<file path="src/rtl/collision_scorer.sv">
// Per-tick player/obstacle overlap check with BCD hit score, lives and a game-state FSM.
// Define COLLISION_SCORER_LIVES_EN to enable lives/OVER; otherwise every hit is PLAY -> HIT -> PLAY.
module collision_scorer #(
    parameter int HIT_RADIUS   = 10,
    parameter int LIVES_INIT   = 3,
    parameter int INVULN_TICKS = 8,
    parameter int NUM_OBS      = 4
) (
    input  logic                    ClkPort,
    input  logic                    Reset,
    input  logic                    tick,
    input  logic                    start_btn,
    input  logic [9:0]              px,
    input  logic [9:0]              py,
    input  logic [10*NUM_OBS-1:0]   ox,
    input  logic [10*NUM_OBS-1:0]   oy,
    input  logic [NUM_OBS-1:0]      ovalid,
    output logic [15:0]             hit_bcd,
    output logic [2:0]              lives,
    output logic                    flash,
    output logic                    game_over,
    output logic [1:0]              state_o
);

    typedef enum logic [1:0] {
        ST_IDLE = 2'b00,
        ST_PLAY = 2'b01,
        ST_HIT  = 2'b10,
        ST_OVER = 2'b11
    } state_t;

    localparam logic [9:0] RADIUS   = 10'(HIT_RADIUS);
    localparam logic [7:0] INV_LOAD = 8'(INVULN_TICKS);
`ifdef COLLISION_SCORER_LIVES_EN
    localparam logic [2:0] LIVES_LOAD = 3'(LIVES_INIT);
`else
    localparam logic [2:0] LIVES_UNUSED = 3'(LIVES_INIT);
`endif

    state_t        state_q, state_d;
    logic [2:0]    sync_q, sync_d;
    logic [7:0]    cnt_q, cnt_d;
    logic [15:0]   bcd_q, bcd_d;
    logic          flash_q, flash_d;
    logic          game_over_q, game_over_d;
`ifdef COLLISION_SCORER_LIVES_EN
    logic [2:0]    lives_q, lives_d;
`endif

    logic                start_p;
    logic                any_hit;
    logic [NUM_OBS-1:0]  slot_hit;

    // Larger-minus-smaller keeps the distance unsigned, so px=0 vs ox=5 is 5, not a wrap.
    for (genvar i = 0; i < NUM_OBS; i++) begin : g_slot
        logic [9:0] ox_i, oy_i, dx, dy;
        assign ox_i        = ox[10*i +: 10];
        assign oy_i        = oy[10*i +: 10];
        assign dx          = (px >= ox_i) ? (px - ox_i) : (ox_i - px);
        assign dy          = (py >= oy_i) ? (py - oy_i) : (oy_i - py);
        assign slot_hit[i] = ovalid[i] && (dx <= RADIUS) && (dy <= RADIUS);
    end

    assign any_hit = |slot_hit;
    assign start_p = sync_q[1] & ~sync_q[2];

    function automatic logic [15:0] bcd_inc(input logic [15:0] v);
        logic [15:0] r;
        logic        carry;
        r     = v;
        carry = 1'b1;
        if (v != 16'h9999) begin
            for (int d = 0; d < 4; d++) begin
                if (carry) begin
                    if (r[4*d +: 4] == 4'd9) begin
                        r[4*d +: 4] = 4'd0;
                    end else begin
                        r[4*d +: 4] = r[4*d +: 4] + 4'd1;
                        carry       = 1'b0;
                    end
                end
            end
        end
        return r;
    endfunction

    always_comb begin
        sync_d  = {sync_q[1:0], start_btn};
        state_d = state_q;
        cnt_d   = cnt_q;
        bcd_d   = bcd_q;
`ifdef COLLISION_SCORER_LIVES_EN
        lives_d = lives_q;
`endif
        case (state_q)
            ST_IDLE, ST_OVER: begin
                // Start outranks a coincident tick: no evaluation on that cycle.
                if (start_p) begin
                    state_d = ST_PLAY;
                    bcd_d   = 16'h0000;
`ifdef COLLISION_SCORER_LIVES_EN
                    lives_d = LIVES_LOAD;
`endif
                end
            end
            ST_PLAY: begin
                if (tick && any_hit) begin
                    bcd_d   = bcd_inc(bcd_q);
                    state_d = ST_HIT;
                    cnt_d   = INV_LOAD;
`ifdef COLLISION_SCORER_LIVES_EN
                    if (lives_q <= 3'd1) begin
                        state_d = ST_OVER;
                        cnt_d   = 8'd0;
                        lives_d = 3'd0;
                    end else begin
                        lives_d = lives_q - 3'd1;
                    end
`endif
                end
            end
            ST_HIT: begin
                if (tick) begin
                    cnt_d = cnt_q - 8'd1;
                    if (cnt_q <= 8'd1) begin
                        state_d = ST_PLAY;
                        cnt_d   = 8'd0;
                    end
                end
            end
            default: state_d = ST_IDLE;
        endcase

        flash_d = (state_d == ST_HIT);
`ifdef COLLISION_SCORER_LIVES_EN
        game_over_d = (state_d == ST_OVER);
`else
        game_over_d = 1'b0;
`endif
    end

    always_ff @(posedge ClkPort or posedge Reset) begin
        if (Reset) begin
            sync_q      <= 3'b000;
            state_q     <= ST_IDLE;
            cnt_q       <= 8'd0;
            bcd_q       <= 16'h0000;
            flash_q     <= 1'b0;
            game_over_q <= 1'b0;
`ifdef COLLISION_SCORER_LIVES_EN
            lives_q     <= LIVES_LOAD;
`endif
        end else begin
            sync_q      <= sync_d;
            state_q     <= state_d;
            cnt_q       <= cnt_d;
            bcd_q       <= bcd_d;
            flash_q     <= flash_d;
            game_over_q <= game_over_d;
`ifdef COLLISION_SCORER_LIVES_EN
            lives_q     <= lives_d;
`endif
        end
    end

    assign hit_bcd   = bcd_q;
    assign flash     = flash_q;
    assign game_over = game_over_q;
    assign state_o   = state_q;
`ifdef COLLISION_SCORER_LIVES_EN
    assign lives     = lives_q;
`else
    assign lives     = 3'd0;
`endif

endmodule

</file>
<file path="config.mk">
export PLATFORM = sky130hd
export DESIGN_NAME = collision_scorer
export DESIGN_NICKNAME = d
export VERILOG_FILES = /design/src/rtl/collision_scorer.sv
export SDC_FILE = /design/constraint.sdc
export NUM_CORES = 1
export LEC_CHECK = 0
export BUFFER_PORTS_ARGS = -buffer_cell sky130_fd_sc_hd__clkbuf_2
export CAP_MARGIN = 10
export CORE_UTILIZATION = 60
export DETAILED_ROUTE_END_ITERATION = 12
export GPL_ROUTABILITY_DRIVEN = 0
export GPL_TIMING_DRIVEN = 1
export PLACE_DENSITY = 0.79
export SKIP_CTS_REPAIR_TIMING = 1
export SLEW_MARGIN = 5
export SYNTH_ARGS = -nofsm -noshare
export SYNTH_HDL_FRONTEND = slang
export SYNTH_SLANG_ARGS = --single-unit
</file>
<file path="constraint.sdc">
create_clock -name ClkPort -period 5.8 [get_ports ClkPort]
set_clock_uncertainty 0.1 [all_clocks]
set_input_delay 0.29 -clock ClkPort [delete_from_list [all_inputs] [get_ports ClkPort]]
set_output_delay 0.29 -clock ClkPort [all_outputs]
set_load 0.02 [all_outputs]
</file>
==> flow_summary_export.csv, run 1 <==
group,metric,value,unit
detailed_routing,wl_per_cell,16.4,um
synth,yosysWarningCount,0,
placed_design,dp.final_hpwl,20.3,mm
sta,slew_violations,0,
clock_tree,clk_pin_slew,0.05,ns
clock_tree,clk_path_buf_depth,2,
sta,fin_crit_sh,0.799,
synth,synth_flop_cell,"dfrtp_1",
sta,hold_viol,0,
floorplan,core_area,0.0148,mm^2
power,ir_drop,0.223,mV
synth,synth_seq_cells,30,
global_route,overflow,0,
synth,synthAdderAreaFrac,0.258,
detailed_routing,first_pass_iters,5,
synth,ys_top_cells_by_count,"164 x ha_1, 135 x inv_1, 79 x a21oi_1, 72 x nand2_1, 64 x nor2_1",
floorplan,fp-row-count,44,
sta,fin_crit,4.63,ns
detailed_routing,wl,24.5,mm
global_route,grt_max_degree,31,
clock_tree,cts.sinks,30,
job,maxCapViolations,0,
sta,setup_viol,0,
clock_tree,numCtsBuffers,5,
detailed_routing,dr_total_vias,9346,
clock_tree,cts_tree,"yes",
synth,ys_seq_area_frac,0.0818,
clock_tree,clock_latency,0.28,ns
setup_path,critPathBufInv,2,
power,p_leak,5.17,nW
synth,synthArstFlopShare,1.00,
synth,synth.distinct_cells,86,
synth,synth_compound_area_frac,0.301,
run_status,status,"finished, final reports clean",
sta,relSlewSlack,0.371,
setup_path,worstSetupPathType,"in2reg",
synth,synth_mux_area_frac,0.0397,
finish,fin_nets,1595,
finish,multiInputGateArea,0.00768,mm^2
setup_path,reg2reg_slack,2.86,ns
synth,synthSimpleGateAreaFrac,0.195,
placed_design,io_buffers,126,
worst_hold_path,min_path_type,"in2reg",
synth,synth_xor_area_frac,0.0401,
clock_tree,clockRootBuffer,"clkbuf_16",
synth,synth_area,0.00918,mm^2
synth,syn_area_per_cell,7.49,um^2
sta,setup_tns,0,ns
floorplan,pin_count,131,
setup_path,cp_max_fo,9,
global_route,grt_pass1_vias,8675,
synth,synth_most_common_cell,"ha_1",
finish,nFillCells,1283,
power,p_per_area,175,mW/mm^2
detailed_routing,drtIter0Drc,531,
floorplan,start_util,0.622,
detailed_routing,drc,0,
global_route,grt_pass1_wl,40.0,mm
floorplan,die-area,0.0158,mm^2
floorplan,die_w,126,um
global_route,antenna_found_initial,0,
setup_path,arrival,4.69,ns
power,total_power,1.75,mW
clock_tree,htree_levels,2,
synth,synth.area.top_cells,"ha_1 22%, dfrtp_1 8.2%, inv_1 5.5%",
floorplan,die_h,126,um
setup_path,timing.critical_path.mode_cell,"a21oi_1",
sta,grt_setup_unrepaired,"no",
detailed_routing,vias_per_cell,6.26,
finish,diodes,0,
finish,seqCellArea,751,um^2
detailed_routing,final_antenna_net_count,0,
sta,fmax,0.216,GHz
setup_path,worstPathCellList,"clkbuf_2 -> inv_1 -> fa_1 -> nand2b_1 -> a21oi_1 -> nor3_1 -> o21a_1 -> a2111o_1 -> a21oi_1 -> o21ai_0 -> a2111oi_0 -> a2111oi_2 -> or2_1 -> a21oi_1 -> mux2_1",
synth,yosysTopAreaCell,"ha_1",
setup_path,crit_required,5.85,ns
sta,worst_pin_slew,0.920,ns
finish,area_delta_synth_final,9.05,%
setup_path,startpoint_type,"input port",
setup_path,critPathMaxStageDelay,0.82,ns
setup_path,crit_path_end_kind,"flop",
global_route,grt_usage,0.305,
setup_path,crit_slowest_cell,"a2111oi_0",
setup_path,crit_family,"compound AO/OA/AOI/OAI gates",
synth,synth_top_family_by_area,"compound AO/OA/AOI/OAI gates",
synth,synth.top_cell.area_share,0.224,
finish,drive_gt1_frac,0.118,
synth,synth_edf_count,0,
synth,syn_inst,1225,
==> final timing paths <==
| path | cells after the start | to | startpoint |
|---|---|---|---|
| setup reg to reg | 8 | hit_bcd[12] | state_o[1] |
| max in group asynchronous | 4 | hit_bcd[10] | Reset |
| hold reg to reg | 0 | sync_q[1] | sync_q[0] |
| hold / removal | 1 | sync_q[0] | start_btn |
| setup / recovery | 15 | hit_bcd[12] | px[1] |
| min in group asynchronous | 4 | cnt_q[6] | Reset |
==> cells by family after synthesis <==
logic type	after synthesis
xor gates and xnor gates	42
AOI/OAI and AO/OA	406
other	1
buffers and inverters	191
DFF	30
adders and majority gates	180
muxes	35
and+or+nand+nor	340
==> final cells by class <==
cell class / count / area share
inverters: 135 / 0.0506
repair buffers: 128 / 0.0647
well taps: 184 / 0.0230
multi-input cells: 1007 / 0.767
flip-flops and latches: 30 / 0.0750
clock inverters: 2 / 0.00600
clock buffers: 6 / 0.0139
==> flip-flops by register name (all words and copies together) (netlist names) <==
name	count
flash	1
sync_q	3
hit_bcd	16
cnt_q	8
state_o	2
==> cell usage in the layout (no fill, tap or decap), types with 25 or more instances in the layout <==
cell type / Yosys / layout
a21o_1: 51 / 51
a21oi_1: 79 / 79
clkbuf_2: 0 / 126
dfrtp_1: 30 / 30
ha_1: 164 / 164
inv_1: 135 / 135
mux2i_1: 27 / 27
nand2_1: 72 / 72
nand3_1: 33 / 33
nor2_1: 64 / 64
nor2b_1: 36 / 36
o21a_1: 25 / 25
o21ai_0: 61 / 61
o21ai_1: 26 / 26
xnor2_1: 25 / 25
==> routing by layer <==
metal	up-vias	GRT usage	wire, um
li1	4588	-	-
met1	4348	0.393	10900
met2	351	0.537	11600
met3	59	0.0242	1430
met4	0	0.0976	667
met5	-	0	0
==> report_power, final <==
group,internal [mW],switching [mW]
Combinational,0.449,0.662
Clock,0.257,0.0899
Sequential,0.243,0.0491
==> per-stage QoR <==
stage	utilization	setup WS (ns)	std cells	area, um^2	hold slack [ns]
4_1_cts	0.678	1.16	1491	10000	-0.0225
2_1_floorplan	-	1.95	1228	9190	0.221
3_3_place_gp	0.664	1.01	1483	9800	0.257
3_5_place_dp	0.664	0.938	1483	9800	0.254
6_report	0.679	1.17	1492	10000	0.0140
5_1_grt	0.679	0.840	1492	10000	0.0120
Note: power is estimated with default switching activity, not from simulation.
==> run 2: changes to the inputs <==
--- a/config.mk
+++ b/config.mk
@@ -5,13 +5,14 @@
 export SDC_FILE = /design/constraint.sdc
 export NUM_CORES = 1
 export LEC_CHECK = 0
+export ABC_AREA = 1
 export BUFFER_PORTS_ARGS = -buffer_cell sky130_fd_sc_hd__clkbuf_2
 export CAP_MARGIN = 10
-export CORE_UTILIZATION = 60
+export CORE_UTILIZATION = 56
 export DETAILED_ROUTE_END_ITERATION = 12
 export GPL_ROUTABILITY_DRIVEN = 0
 export GPL_TIMING_DRIVEN = 1
-export PLACE_DENSITY = 0.79
+export PLACE_DENSITY = 0.76
 export SKIP_CTS_REPAIR_TIMING = 1
 export SLEW_MARGIN = 5
 export SYNTH_ARGS = -nofsm -noshare
==> constraint.sdc (replaced) <==
create_clock -name ClkPort -period 3.9 [get_ports ClkPort]
set_clock_uncertainty 0.1 [all_clocks]
set_input_delay 0.195 -clock ClkPort [delete_from_list [all_inputs] [get_ports ClkPort]]
set_output_delay 0.195 -clock ClkPort [all_outputs]
set_load 0.02 [all_outputs]
==> flow_summary_export.csv, run 2 <==
group,metric,value,unit
setup_path,cp_max_fo,9,
synth,ys_seq_area_frac,0.0707,
detailed_routing,final_antenna_net_count,0,
detailed_routing,drc,0,
setup_path,timing.critical_path.mode_cell,"nand2_1",
floorplan,pin_count,131,
power,p_comb_frac,0.703,
synth,synthArstFlopShare,1.00,
sta,setup_tns,0,ns
sta,fin_crit,3.38,ns
synth,yosysTopAreaCell,"nand2_1",
finish,mostFrequentLayoutCell,"nand2_1",
sta,relSlewSlack,0.419,
setup_path,startpoint_type,"input port",
clock_tree,clk_path_buf_depth,2,
worst_hold_path,min_path_type,"in2reg",
power,clkPwrFrac,0.138,
setup_path,crit_path_end_kind,"flop",
detailed_routing,wl_per_cell,13.6,um
power,p_seq_frac,0.159,
power,p_leak,7.42,nW
finish,largest_reg_flops,16,
sta,slew_violations,0,
setup_path,critPathMaxStageDelay,0.48,ns
synth,ys_top_cells_by_count,"712 x nand2_1, 369 x inv_1, 164 x ha_1, 163 x nor2_1, 134 x nand3_1",
sta,grt_setup_unrepaired,"no",
finish,area_delta_synth_final,9.36,%
floorplan,start_util,0.581,
synth,synth_seq_cells,30,
clock_tree,htree_levels,2,
clock_tree,clockRootBuffer,"clkbuf_16",
sta,worst_pin_slew,0.861,ns
clock_tree,clk_pin_slew,0.06,ns
synth,synth_edf_count,0,
synth,synth_most_common_cell,"nand2_1",
power,p_sw_frac,0.537,
synth,synth_flop_cell,"dfrtp_1",
run_status,status,"finished, final reports clean",
synth,yosysWarningCount,0,
clock_tree,cts.sinks,30,
finish,nFillCells,1828,
global_route,grt_max_degree,31,
setup_path,worstPathCellList,"clkbuf_2 -> inv_1 -> ha_1 -> nand2_1 -> nor2_1 -> nand3_1 -> nand2_1 -> a21oi_1 -> nand2_1 -> o21ai_1 -> nand3_1 -> nor2_1 -> nand4_1 -> nand2_1 -> o21ai_2 -> nand2_4 -> o211ai_4 -> nand2_1 -> o21ai_1",
global_route,grt_pass1_wl,50.5,mm
sta,hold_viol,0,
detailed_routing,dr_total_vias,11981,
setup_path,crit_required,3.95,ns
setup_path,arrival,3.43,ns
synth,synth.distinct_cells,43,
power,p_per_area,279,mW/mm^2
finish,fin_nets,2326,
clock_tree,numCtsBuffers,5,
sta,holdWs,0.244,ns
placed_design,io_buffers,126,
detailed_routing,drtIter0Drc,781,
synth,synth.area.top_cells,"nand2_1 25%, ha_1 19%, inv_1 13%",
synth,synth_area,0.0106,mm^2
floorplan,core_area,0.0183,mm^2
placed_design,dp.final_hpwl,25.9,mm
floorplan,die_h,140,um
synth,syn_inst,1926,
clock_tree,clock_latency,0.28,ns
clock_tree,cts_tree,"yes",
job,maxCapViolations,0,
floorplan,die_w,140,um
global_route,grt_usage,0.313,
power,p_switching,1.74,mW
detailed_routing,first_pass_iters,7,
global_route,antenna_found_initial,0,
power,cellInternalPower,1.50,mW
synth,synth.top_cell.area_share,0.252,
detailed_routing,wl,30.8,mm
setup_path,critPathBufInv,2,
finish,final_cell_mix,"712 x nand2_1, 369 x inv_1, 164 x ha_1",
finish,drive_gt1_frac,0.0888,
setup_path,worstSetupPathType,"in2reg",
sta,setup_viol,0,
sta,fmax,0.295,GHz
synth,syn_area_per_cell,5.51,um^2
setup_path,crit_family,"simple AND/OR/NAND/NOR gates",
detailed_routing,vias_per_cell,5.28,
global_route,grt_pass1_vias,10797,
power,ir_drop,0.214,mV
sta,fin_crit_sh,0.868,
global_route,overflow,0,
floorplan,die-area,0.0195,mm^2
setup_path,crit_slowest_cell,"a21oi_1",
finish,diodes,0,
floorplan,fp-row-count,49,
[run 2: changes by cell type after synthesis, moves of 36 or more]
cell     change
a21o_1      -42
inv_1      +234
nand2_1    +640
nand3_1    +101
nor2_1      +99
nor2b_1     -36
[run 2: layout make-up]
| type | count | area, um^2 | area share |
|---|---|---|---|
| Multi-Input combinational cell | 1498 | 8320 | 0.716 |
| Clock inverter | 3 | 45.0 | 0.00388 |
| Sequential cell | 30 | 751 | 0.0647 |
| Inverter | 373 | 1400 | 0.121 |
| Timing Repair Buffer | 130 | 686 | 0.0591 |
| Clock buffer | 5 | 125 | 0.0108 |
| Tap cell | 229 | 287 | 0.0247 |
[run 2: layer usage]
| layer | vias up | wire length [um] | track usage |
|---|---|---|---|
| met4 | 0 | 520 | 0.0648 |
| met3 | 51 | 1940 | 0.0265 |
| li1 | 6140 | - | - |
| met1 | 5361 | 14000 | 0.424 |
| met5 | - | 0 | 0 |
| met2 | 429 | 14400 | 0.539 |
[run 2: power by group through the flow]
stage	logic, mW	registers, mW	clock network (mW)
after global placement	2.19	0.514	0
after floorplan	1.62	0.558	0
after global routing	2.58	0.530	0.462
after CTS	2.25	0.513	0.450
after detailed placement	2.22	0.517	0
final	2.28	0.517	0.447
[run 2: tightest hold or removal path: stages]
cell and delay, ns:
clkbuf_2 0.13, o21ai_2 0.10, nand3_1 0.08, a21oi_1 0.08
[run 2: cell families after synthesis]
group                      share of synthesized area
and+or+nand+nor                                0.421
adders and majority gates                      0.223
AOI/OAI and AO/OA                             0.0984
DFF                                           0.0707
other                                       0.000353
buffers and inverters                          0.147
xor gates and xnor gates                      0.0388
[run 2: final timing paths]
check                           start           to  slack [ns]  cells after the start
max in group asynchronous       Reset    sync_q[2]        2.92                      4
hold / removal                   tick   state_o[0]        0.24                      4
hold reg to reg             sync_q[0]    sync_q[1]        0.28                      0
setup reg to reg           state_o[0]  hit_bcd[10]        1.30                     10
min in group asynchronous       Reset  hit_bcd[12]        0.34                      3
setup / recovery                px[1]  hit_bcd[10]        0.52                     19
[run 2: metrics by stage]
| step | std cells | setup slack (ns) | area, um^2 | total power [mW] | utilization |
|---|---|---|---|---|---|
| final | 2268 | 0.515 | 11600 | 3.24 | 0.636 |
| after global routing | 2268 | 0.196 | 11600 | 3.57 | 0.636 |
| after CTS | 2265 | 0.512 | 11600 | 3.21 | 0.633 |
| after detailed placement | 2257 | 0.270 | 11400 | 2.74 | 0.624 |
| after global placement | 2257 | 0.272 | 11400 | 2.70 | 0.624 |
| after floorplan | 1929 | 1.30 | 10600 | 2.18 | - |
